**config.mk**
```make
export PLATFORM = sky130hd
export DESIGN_NAME = fetch_unit
export DESIGN_NICKNAME = d
export VERILOG_FILES = /design/src/rtl/fetch_unit.sv
export SDC_FILE = /design/constraint.sdc
export NUM_CORES = 1
export LEC_CHECK = 0
export CORE_UTILIZATION = 42
export CTS_BUF_LIST = sky130_fd_sc_hd__clkbuf_16
export CTS_CLUSTER_SIZE = 28
export DETAILED_ROUTE_END_ITERATION = 6
export PLACE_DENSITY = 0.92
export SYNTH_ARGS = -nofsm -noshare
export SYNTH_HDL_FRONTEND = slang
export SYNTH_SLANG_ARGS = --single-unit
```
**constraint.sdc**
```tcl
create_clock -name clk -period 2.72 [get_ports clk]
set_clock_uncertainty 0.05 [all_clocks]
set_input_delay 0.68 -clock clk [delete_from_list [all_inputs] [get_ports clk]]
set_output_delay 0.68 -clock clk [all_outputs]
set_load 0.05 [all_outputs]
```
**src/rtl/fetch_unit.sv**
```systemverilog
// IF stage: owns the PC, one outstanding imem request, holds the word for IF/ID; best case 1 instr / 3 cycles.
// Backpressure: imem_req_ready=0 keeps the request up; ifIdWrite=0 freezes pc/word in HOLD.
module fetch_unit #(
    parameter logic [31:0] RESET_PC = 32'h0000_0000,
    parameter logic [31:0] NOP_INSN = 32'h0000_0013
) (
    input  logic        clk,
    input  logic        resetn,
    input  logic        ifIdWrite,
    input  logic        redirect_valid,
    input  logic [31:0] redirect_pc,
    output logic        imem_req_valid,
    input  logic        imem_req_ready,
    output logic [31:0] imem_addr,
    input  logic        imem_rsp_valid,
    input  logic [31:0] imem_rdata,
    output logic [31:0] pc_out,
    output logic [31:0] instruction_out,
    output logic        fetch_valid
);

    typedef enum logic [2:0] {
        IDLE,
        REQ,
        WAIT,
        HOLD,
        DROP
    } state_t;

    state_t      state;
    state_t      state_nxt;
    logic [31:0] pc_q;
    logic [31:0] pc_nxt;
    logic [31:0] ibuf;
    logic [31:0] ibuf_nxt;
    logic [31:0] redirect_word;

    assign redirect_word = redirect_pc & 32'hFFFF_FFFC;

    always_ff @(posedge clk) begin
        if (!resetn) begin
            state <= IDLE;
            pc_q  <= RESET_PC;
            ibuf  <= NOP_INSN;
        end else begin
            state <= state_nxt;
            pc_q  <= pc_nxt;
            ibuf  <= ibuf_nxt;
        end
    end

    always_comb begin
        state_nxt      = state;
        pc_nxt         = pc_q;
        ibuf_nxt       = ibuf;
        imem_req_valid = 1'b0;
        fetch_valid    = 1'b0;

        case (state)
            IDLE: state_nxt = REQ;
            REQ: begin
                imem_req_valid = 1'b1;
                if (imem_req_ready) state_nxt = WAIT;
            end
            WAIT: begin
                if (imem_rsp_valid) begin
                    ibuf_nxt  = imem_rdata;
                    state_nxt = HOLD;
                end
            end
            HOLD: begin
                fetch_valid = 1'b1;
                if (ifIdWrite) begin
                    pc_nxt    = pc_q + 32'd4;
                    state_nxt = REQ;
                end
            end
            DROP: begin
                if (imem_rsp_valid) state_nxt = REQ;
            end
            default: state_nxt = IDLE;
        endcase

        // A redirect overrides everything above; an already-accepted request still owes its response.
        if (redirect_valid) begin
            pc_nxt   = redirect_word;
            ibuf_nxt = ibuf;
            case (state)
                REQ:        state_nxt = imem_req_ready ? DROP : REQ;
                WAIT, DROP: state_nxt = imem_rsp_valid ? REQ : DROP;
                default:    state_nxt = REQ;
            endcase
        end
    end

    assign imem_addr       = pc_q;
    assign pc_out          = pc_q;
    assign instruction_out = fetch_valid ? ibuf : NOP_INSN;

endmodule

```
* Yosys cells after proc, flatten, opt, wreduce, memory -nomap -nowiden
Index checks and enable logic that the tools add are counted.
** Cells by class
- Add/subtract/negate cells :: 1
- Eq/ne operators :: 8
- Bitwise logic cells :: 2
- Multiplexer cells :: 15
- Reductions and logical operators :: 9
** Operators with widths (count)
- $mux W32 :: 4
- $add A32 B3 Y32 const B :: 1
- $mux W3 :: 7
- $pmux W3 S5 :: 1
- $ne A3 B3 Y1 const B :: 4
- $eq A3 B2 Y1 const B :: 2
- $pmux W3 S2 :: 1
- $reduce_and A2 Y1 :: 2
- $reduce_and A4 Y1 :: 1
- $reduce_bool A2 Y1 :: 2
- $reduce_or A2 Y1 :: 2
- $eq A3 B1 Y1 const B :: 1
- $eq A3 B3 Y1 const B :: 1
- $logic_not A3 Y1 :: 1
- $reduce_and A3 Y1 :: 1
- $mux W1 :: 2
- $not A1 Y1 :: 2
** Storage, ports and cells
- Register bits after elaboration :: 67
- Word-level logic and storage cells :: 39
- Output and inout bits :: 98
- Input bits :: 70

* Depth between registers and ports, before layout
Gate-level depths: netlist of the first run.
- Depth in word-level cells :: 4
- Gate-level depth with buffers :: 7
- Gate-level depth less buffers :: 5

* Worst setup path before layout of the first run
OpenSTA, ideal clock, no wires.
- Kind :: reg-to-output
- Start point :: reg state[0]
- End point :: out instruction_out[22]
- Slack :: 0.067 ns
- Arrival :: 1.923 ns
- Buffers on the path :: 2
- Cell stages (with the launch flop) :: 5
- Data required time :: 1.990 ns
- Cell sequence :: dfxtp_1 clkbuf_1 and3b_1 clkbuf_1 and2_1
** Between the ends
- Longest elaborated chain between the ends :: 3
** RTL lines
- start: declaration :: RTL line 30 : state_t state;
- start signal: assignment :: RTL line 46 : state <= state_nxt;
- $eq A3 B2 Y1 :: RTL line 59 : case (state)
- $mux W1 :: RTL line 59
- net fetch_valid :: RTL line 19 : output logic fetch_valid
- $mux W32 :: RTL line 98 : assign instruction_out = fetch_valid ? ibuf : NOP_INSN;
- end: declaration :: RTL line 18 : output logic [31:0] instruction_out,
The timed path passes the listed nets, and every way through them passes these cells.

* Final worst setup path of the first run
- Start point :: reg state[0]
- End point :: out imem_req_valid
** Between the ends
- Longest elaborated chain between the ends :: 2
** RTL lines
- $eq A3 B1 Y1 :: RTL line 59
- $mux W1 :: RTL line 59
- end: declaration :: RTL line 12 : output logic imem_req_valid,
Every way passes these cells.

==> results.yml, run 1 <==
floorplanning:
  floorplan.initialDensity_pct: 43.8
  rows: 33
  dieWidth_um: 95.1
  core_sq_mm: 0.00830
  dieArea_sq_mm: 0.00904
  io_pins: 168
  die_y_um: 95.1
worst_setup_path:
  cp_max_fo: 12
  reg2regPathDepth: 4
  worstSetupEndpointType: "output pin"
  start_kind: "flop"
  crit_start: "state[0]"
  r2r_end: "imem_addr[25]"
  worstReg2RegStart: "imem_addr[9]"
  required_ps: 1990
  crit_type: "reg2out"
  reg2reg_slack_ps: 420
  arrival_ps: 1860
synth:
  yosys_most_used_dff: "dfxtp_1"
  syn-cell-area_sq_mm: 0.00364
  async_flop_share_pct: 0
  synth_edf_count: 0
  ys_ff_latch: 65
  synth-seq-area-share_pct: 35.8
  netlist_instances: 463
  ys_types: 50
  syn_avg_cell_area_sq_um: 7.86
  yosysWarnings: 0
route:
  via_count: 3788
  ant_nets: 0
  via_per_inst: 5.51
  totalWireLength_um: 10500
  first_pass_iters: 4
  wl_per_cell_um: 15.3
  drtIter0Drc: 149
  route.detailed.drc: 0
clocking:
  postCtsSetupRepairBufs: 0
  cts-resized-gates: 0
  clk_pin_slew_ps: 50
  cts.sinks: 65
  cts_tree: "built"
  cts_buffer_depth: 2
  clockRootBuffer: "clkbuf_16"
  holdBufCountCts: 0
  clk_latency_ps: 310
  htreeDepth: 3
  cts_buffers: 9
worst_hold_path:
  hold_start: "ibuf[31]"
  hold_path_depth: 2
  hold_path_class: "reg2reg"
  min_to: "ibuf[31]"
sta:
  hold_violations: 0
  final.setup.tns_ps: 0
  period_minus_slack_ps: 2590
  rsz0062_at_grt: "false"
  setup_slack_ps: 127
  min_period_over_period_pct: 95.3
  whs_ps: 405
  slew_headroom_pct: 63.7
  final-setup-viol-count: 0
  final_max_slew_viol_count: 0
  fmax_mhz: 386
  worstMarginPinSlew_ps: 544
final_layout:
  fin_nets: 650
  antennaDiodeCount: 0
  fin_cells: 688
  layout_commonest_cell: "clkdlybuf4s50_1"
  synthToLayoutAreaGrowth_pct: 54.8
  final_cell_mix: "127 x clkdlybuf4s50_1, 76 x nand2_1, 65 x dfxtp_1"
  final_layout_size_suffix_gt1_share_pct: 11.1
global_route:
  overflow: 0
  grt_pass1_wl_um: 16400
  first_global_vias: 3466
  grt_max_degree: 51
  grt_usage_pct: 22.9
  antenna_found_initial: 0
job:
  max_cap_violations: 0
place:
  pre_cts_ws_ps: 15.2
  place.gp.congestion: 0.791
  place_inst: 673
  place_hpwl_um: 7670
  io_buffers: 161
power:
  p_per_area_mw_per_mm2: 463
  ir_worst_vdd_v: 0.000329
  leakagePower_nw: 2.00
outcome:
  outcome: "completed"
-- metal layers --
layer | track usage [%] | share of wire (%) | wire (um) | up-vias
met2 | 40.5 | 49 | 5190 | 206
met5 | 0 | 0 | 0 | -
met1 | 27.1 | 40 | 4250 | 1731
li1 | - | - | - | 1837
met3 | 4.55 | 8.8 | 923 | 14
met4 | 8.71 | 1.6 | 173 | 0
-- cells by family after synthesis --
family	synth area share (%)
AOI/OAI and AO/OA	20.2
adders and majority gates	0.344
DFF	35.8
xor gates and xnor gates	1.69
and+or+nand+nor	30.8
buffers and inverters	11.1
other	0.103
-- worst max path at each step --
stage	to	cells after the start
after global placement	imem_addr[27]	6
after CTS	imem_req_valid	2
after global routing	imem_req_valid	2
after floorplan	instruction_out[22]	4
final	imem_req_valid	2
after detailed placement	imem_addr[21]	6
-- flip-flops by register name, summed over array words and instances (netlist names) --
signal / flops
state: 3
imem_addr: 30
ibuf: 32
-- cell type report --
type,instances,area [sq um]
fill,602,2670
clock buffer,9,225
multi-input combinational,328,1950
clock inverter,6,28.8
inverter,4,15.0
tap,105,131
sequential,65,1300
timing repair buffer,171,1990
-- Yosys cell counts (7+ instances only) --
cell / count / share of area (%)
nand3_1: 14 / 1.9
a21oi_1: 8 / 1.1
nand2_1: 76 / 7.8
or4_1: 7 / 1.4
or3_1: 10 / 1.7
and2_1: 32 / 5.5
nor2_1: 8 / 0.83
a21boi_0: 30 / 6.2
clkbuf_1: 33 / 3.4
a31oi_1: 14 / 2.4
dfxtp_1: 65 / 36
nor3_1: 8 / 1.1
buf_4: 34 / 7.0
o21ai_0: 33 / 4.5
nand4_1: 15 / 2.6
-- stage by stage --
| stage | util (%) | cell area [sq um] | power [mW] |
|---|---|---|---|
| 2_1_floorplan | - | 3650 | 1.44 |
| 3_3_place_gp | 64.8 | 5380 | 1.64 |
| 3_5_place_dp | 64.8 | 5380 | 1.65 |
| 4_1_cts | 67.9 | 5630 | 2.63 |
| 5_1_grt | 67.9 | 5630 | 2.70 |
| 6_report | 67.9 | 5630 | 2.61 |
-- worst max-delay path, stage by stage, from the launching register on --
cell,delay (ps)
dfxtp_1,490
nor3b_1,220
clkdlybuf4s50_1,840
-- power breakdown --
group	internal, mW	leakage, nW	total [mW]	switching, mW
Combinational	0.236	1.33	0.578	0.342
Clock	0.597	0.131	0.977	0.380
Sequential	0.989	0.532	1.06	0.0659
(Power assumes the default switching activity.)
==> inputs of run 2 (changes only) <==
HOLD_SLACK_MARGIN = 0.12   (was not set)
MAX_ROUTING_LAYER = met4   (was not set)
clock period = 2.52 ns   (was 2.72 ns; I/O delays follow)
==> run 2 against run 1 <==
Clock-buffer cell count stayed put. Combinational power is 9.3% higher. Clock power is 19% higher. Highest routed layer unchanged. Utilization is 1.1 points higher. Die area stayed put. Register-to-register slack worse by 190 ps. Hold slack better by 3.0 ps.
==> results.yml, run 2 (synthesis results as in run 1) <==
outcome:
  outcome: "completed"
clocking:
  cts_buffers: 9
  htreeDepth: 3
  cts_tree: "built"
  cts-resized-gates: 0
  clk_latency_ps: 320
  cts.sinks: 65
  clockRootBuffer: "clkbuf_16"
  holdBufCountCts: 0
  postCtsSetupRepairBufs: 0
  clk_pin_slew_ps: 50
  cts_buffer_depth: 2
place:
  io_buffers: 161
  place.gp.congestion: 0.878
  pre_cts_ws_ps: 12.9
  place_hpwl_um: 7760
global_route:
  overflow: 0
  grt_max_degree: 45
  antenna_found_initial: 0
  first_global_vias: 3533
  grt_pass1_wl_um: 16500
  grt_usage_pct: 24.0
floorplanning:
  rows: 33
  floorplan.initialDensity_pct: 43.8
  dieWidth_um: 95.1
  dieArea_sq_mm: 0.00904
  core_sq_mm: 0.00830
  io_pins: 168
  die_y_um: 95.1
worst_setup_path:
  arrival_ps: 1710
  max_stage_delay_ps: 870
  cpMaxStageDelayCell: "clkdlybuf4s50_1"
  crit_type: "reg2out"
  cp_top_family: "buffers and inverters"
  required_ps: 1840
  cp_max_fo: 9
  worstSetupEndpointType: "output pin"
  path_cells: "clkdlybuf4s50_1"
  crit_buf_inv: 1
  start_kind: "flop"
route:
  first_pass_iters: 5
  via_per_inst: 5.49
  via_count: 3819
  totalWireLength_um: 10600
  ant_nets: 0
  wl_per_cell_um: 15.2
  drtIter0Drc: 179
  route.detailed.drc: 0
power:
  leakagePower_nw: 2.06
  p_per_area_mw_per_mm2: 512
  p_comb_share_pct: 21.6
  p_seq_share_pct: 38.8
  intPower_mw: 2.07
  switching_share_pct: 29.2
  ir_worst_vdd_v: 0.000280
  switching_power_mw: 0.855
  clockPowerShare_pct: 39.6
sta:
  setup_slack_ps: 133
  period_minus_slack_ps: 2390
  final.setup.tns_ps: 0
  hold_violations: 0
  worstMarginPinSlew_ps: 644
  rsz0062_at_grt: "false"
  slew_headroom_pct: 57.1
  final_max_slew_viol_count: 0
  fmax_mhz: 419
  whs_ps: 408
  final-setup-viol-count: 0
  min_period_over_period_pct: 94.7
final_layout:
  layout_commonest_cell: "clkdlybuf4s50_1"
  antennaDiodeCount: 0
  fill_cells: 617
  final_layout_size_suffix_gt1_share_pct: 12.5
  regMostFlops: "ibuf"
  synthToLayoutAreaGrowth_pct: 57.3
  regArea_sq_mm: 0.00130
  largest_register_ffs: 32
  multiInputGateArea_sq_mm: 0.00195
  fin_util_pct: 69.0
  final_cell_mix: "126 x clkdlybuf4s50_1, 76 x nand2_1, 64 x dfxtp_1"
  fin_nets: 657
worst_hold_path:
  hold_path_class: "reg2reg"
job:
  max_cap_violations: 0
-- run 2: cell count changes in the layout (fill, tap and decap cells not counted), sizes merged --
cell           before  now
inv                 5    6
clkdlybuf4s50     127  126
buf                44   52
bufinv              0    1
clkinvlp            1    0
-- run 2: power groups by stage --
stage	Clock (mW)	Combinational [mW]	Sequential, mW
after detailed placement	0	0.630	1.16
after CTS	1.18	0.634	1.13
final	1.16	0.632	1.14
after floorplan	0	0.308	1.25
after global placement	0	0.623	1.15
after global routing	1.23	0.662	1.14
-- run 2: final cells by class --
cell class	instances	share of cell area (%)
well taps	105	2.30
inverters	4	0.262
multi-input cells	328	34.0
repair buffers	178	35.8
clock inverters	7	0.962
flip-flops and latches	65	22.8
clock buffers	9	3.93
-- run 2: layer usage --
layer | global-route usage [%] | vias up | part of all wire [%] | wire length [um]
li1 | - | 1857 | - | -
met3 | 3.91 | 14 | 7.2 | 762
met4 | 8.33 | 0 | 1.4 | 153
met2 | 42.9 | 185 | 51 | 5410
met5 | - | - | 0 | 0
met1 | 26.9 | 1763 | 40 | 4230
-- run 2: metrics by stage --
stage | total power, mW | instance area (sq um) | std cells
after floorplan | 1.56 | 3650 | 466
after global placement | 1.77 | 5440 | 680
after detailed placement | 1.79 | 5440 | 680
after CTS | 2.95 | 5720 | 696
after global routing | 3.03 | 5720 | 696
final | 2.93 | 5720 | 696
-- run 2: path summary, 6_finish.rpt --
| check | startpoint | endpoint | slack (ps) | depth (start not counted) |
|---|---|---|---|---|
| setup / recovery | imem_addr[9] | pc_out[9] | 130 | 1 |
| hold / removal | ibuf[27] | ibuf[27] | 410 | 2 |
| setup reg to reg | imem_addr[9] | imem_addr[25] | 230 | 4 |
| hold reg to reg | ibuf[27] | ibuf[27] | 410 | 2 |
-- run 2: worst reg2reg max path, cell delays in order, from the launching register on --
cell     delay (ps)
dfxtp_1         520
nand4_4         200
or4_1           700
or4_1           550
a31oi_1         190
==> inputs of run 3 (changes only) <==
CORE_MARGIN = 5   (was not set)
SKIP_LAST_GASP = 1   (was not set)
==> run 3 against run 2 <==
Total power increased by 0.76%. Die area increased by 18%. Global-route usage decreased by 2.5 points. Hold slack got worse by 2.6 ps. Design area about the same. Non-clock buffer count decreased by 3. Critical path depth unchanged. Critical endpoint unchanged.
==> results.yml, run 3 (synthesis results as in run 1) <==
outcome:
  outcome: "completed"
sta:
  slew_headroom_pct: 57.3
  min_period_over_period_pct: 95.5
  fmax_mhz: 415
  worstMarginPinSlew_ps: 641
  final-setup-viol-count: 0
  period_minus_slack_ps: 2410
  final.setup.tns_ps: 0
  rsz0062_at_grt: "false"
  hold_violations: 0
  final_max_slew_viol_count: 0
  whs_ps: 406
final_layout:
  fin_util_pct: 66.6
  largest_register_ffs: 32
  synthToLayoutAreaGrowth_pct: 57.2
  final_layout_size_suffix_gt1_share_pct: 12.6
  antennaDiodeCount: 0
  fin_nets: 654
  regMostFlops: "ibuf"
  fill_cells: 651
  multiInputGateArea_sq_mm: 0.00195
  layout_commonest_cell: "clkdlybuf4s50_1"
  fin_cells: 696
  final_cell_mix: "124 x clkdlybuf4s50_1, 76 x nand2_1, 64 x dfxtp_1"
  regArea_sq_mm: 0.00130
power:
  switching_share_pct: 29.6
  switching_power_mw: 0.874
  p_per_area_mw_per_mm2: 516
  ir_worst_vdd_v: 0.000329
  leakagePower_nw: 2.04
  clockPowerShare_pct: 40.0
  p_seq_share_pct: 38.6
  total_power_mw: 2.95
  p_comb_share_pct: 21.4
  intPower_mw: 2.08
clocking:
  clk_pin_slew_ps: 50
  cts_buffer_depth: 2
  cts.sinks: 65
  clk_latency_ps: 320
  cts_buffers: 9
  holdBufCountCts: 0
  cts-resized-gates: 0
  htreeDepth: 3
  cts_tree: "built"
  postCtsSetupRepairBufs: 0
  clockRootBuffer: "clkbuf_16"
floorplanning:
  core_sq_mm: 0.00859
  rows: 34
  die_y_um: 103
  dieArea_sq_mm: 0.0106
  io_pins: 168
  dieWidth_um: 103
  floorplan.initialDensity_pct: 42.3
global_route:
  antenna_found_initial: 0
  overflow: 0
  first_global_vias: 3640
  grt_pass1_wl_um: 17700
  grt_max_degree: 45
  grt_usage_pct: 21.5
worst_setup_path:
  cp_max_fo: 9
  start_kind: "flop"
  worstSetupEndpointType: "output pin"
  required_ps: 1840
  max_stage_delay_ps: 880
  cpMaxStageDelayCell: "clkdlybuf4s50_1"
  arrival_ps: 1730
  path_cells: "clkdlybuf4s50_1"
  crit_type: "reg2out"
  crit_buf_inv: 1
  cp_top_family: "buffers and inverters"
place:
  place_hpwl_um: 8250
  place.gp.congestion: 0.859
  io_buffers: 161
  place_inst: 680
route:
  wl_per_cell_um: 16.0
  topRoutingLayerUsed: "met4"
  drtIter0Drc: 142
  ant_nets: 0
  met2_length_um: 5430
  route.detailed.drc: 0
  dr_wl_met3_um: 926
  totalWireLength_um: 11100
  first_pass_iters: 5
  wl_met1_um: 4550
  via_count: 3815
  via_per_inst: 5.48
worst_hold_path:
  hold_path_class: "reg2reg"
job:
  max_cap_violations: 0
[run 3: cell types whose count changed in the layout (fill, tap and decap cells not counted), sizes merged]
cell           change
clkinvlp           +2
buf                -1
inv                -3
clkdlybuf4s50      -2
clkinv             +1
[run 3: final timing paths]
check / from / endpoint / slack [ps] / cells past startpoint
min reg2reg: ibuf[5] / ibuf[5] / 410 / 2
max: imem_addr[9] / pc_out[9] / 110 / 1
min: ibuf[5] / ibuf[5] / 410 / 2
max reg2reg: imem_addr[9] / imem_addr[25] / 250 / 4
[run 3: final cells by class]
class	count	area share, %
Inverter	4	0.263
Sequential cell	65	22.8
Clock buffer	9	3.94
Timing Repair Buffer	175	35.6
Tap cell	108	2.36
Clock inverter	7	1.07
Multi-Input combinational cell	328	34.0
[run 3: layer usage]
metal	vias to the layer above	track usage, %
met5	-	-
met4	0	6.37
met3	19	4.67
met2	192	35.9
met1	1749	26.0
li1	1855	-
[run 3: metrics by stage]
stage          instance area (sq um)  worst slack [ps]
5_1_grt                         5720              17.8
6_report                        5720               113
4_1_cts                         5720              54.6
3_3_place_gp                    5430             -3.67
3_5_place_dp                    5430             -54.5
2_1_floorplan                   3650              89.9
[run 3: power groups by stage]
| stage | clock network (mW) | registers [mW] | logic, mW |
|---|---|---|---|
| finish | 1.18 | 1.14 | 0.631 |
| global route | 1.27 | 1.15 | 0.664 |
| CTS | 1.21 | 1.14 | 0.634 |
| detailed placement | 0 | 1.16 | 0.630 |
| global placement | 0 | 1.15 | 0.623 |
| floorplan | 0 | 1.25 | 0.308 |
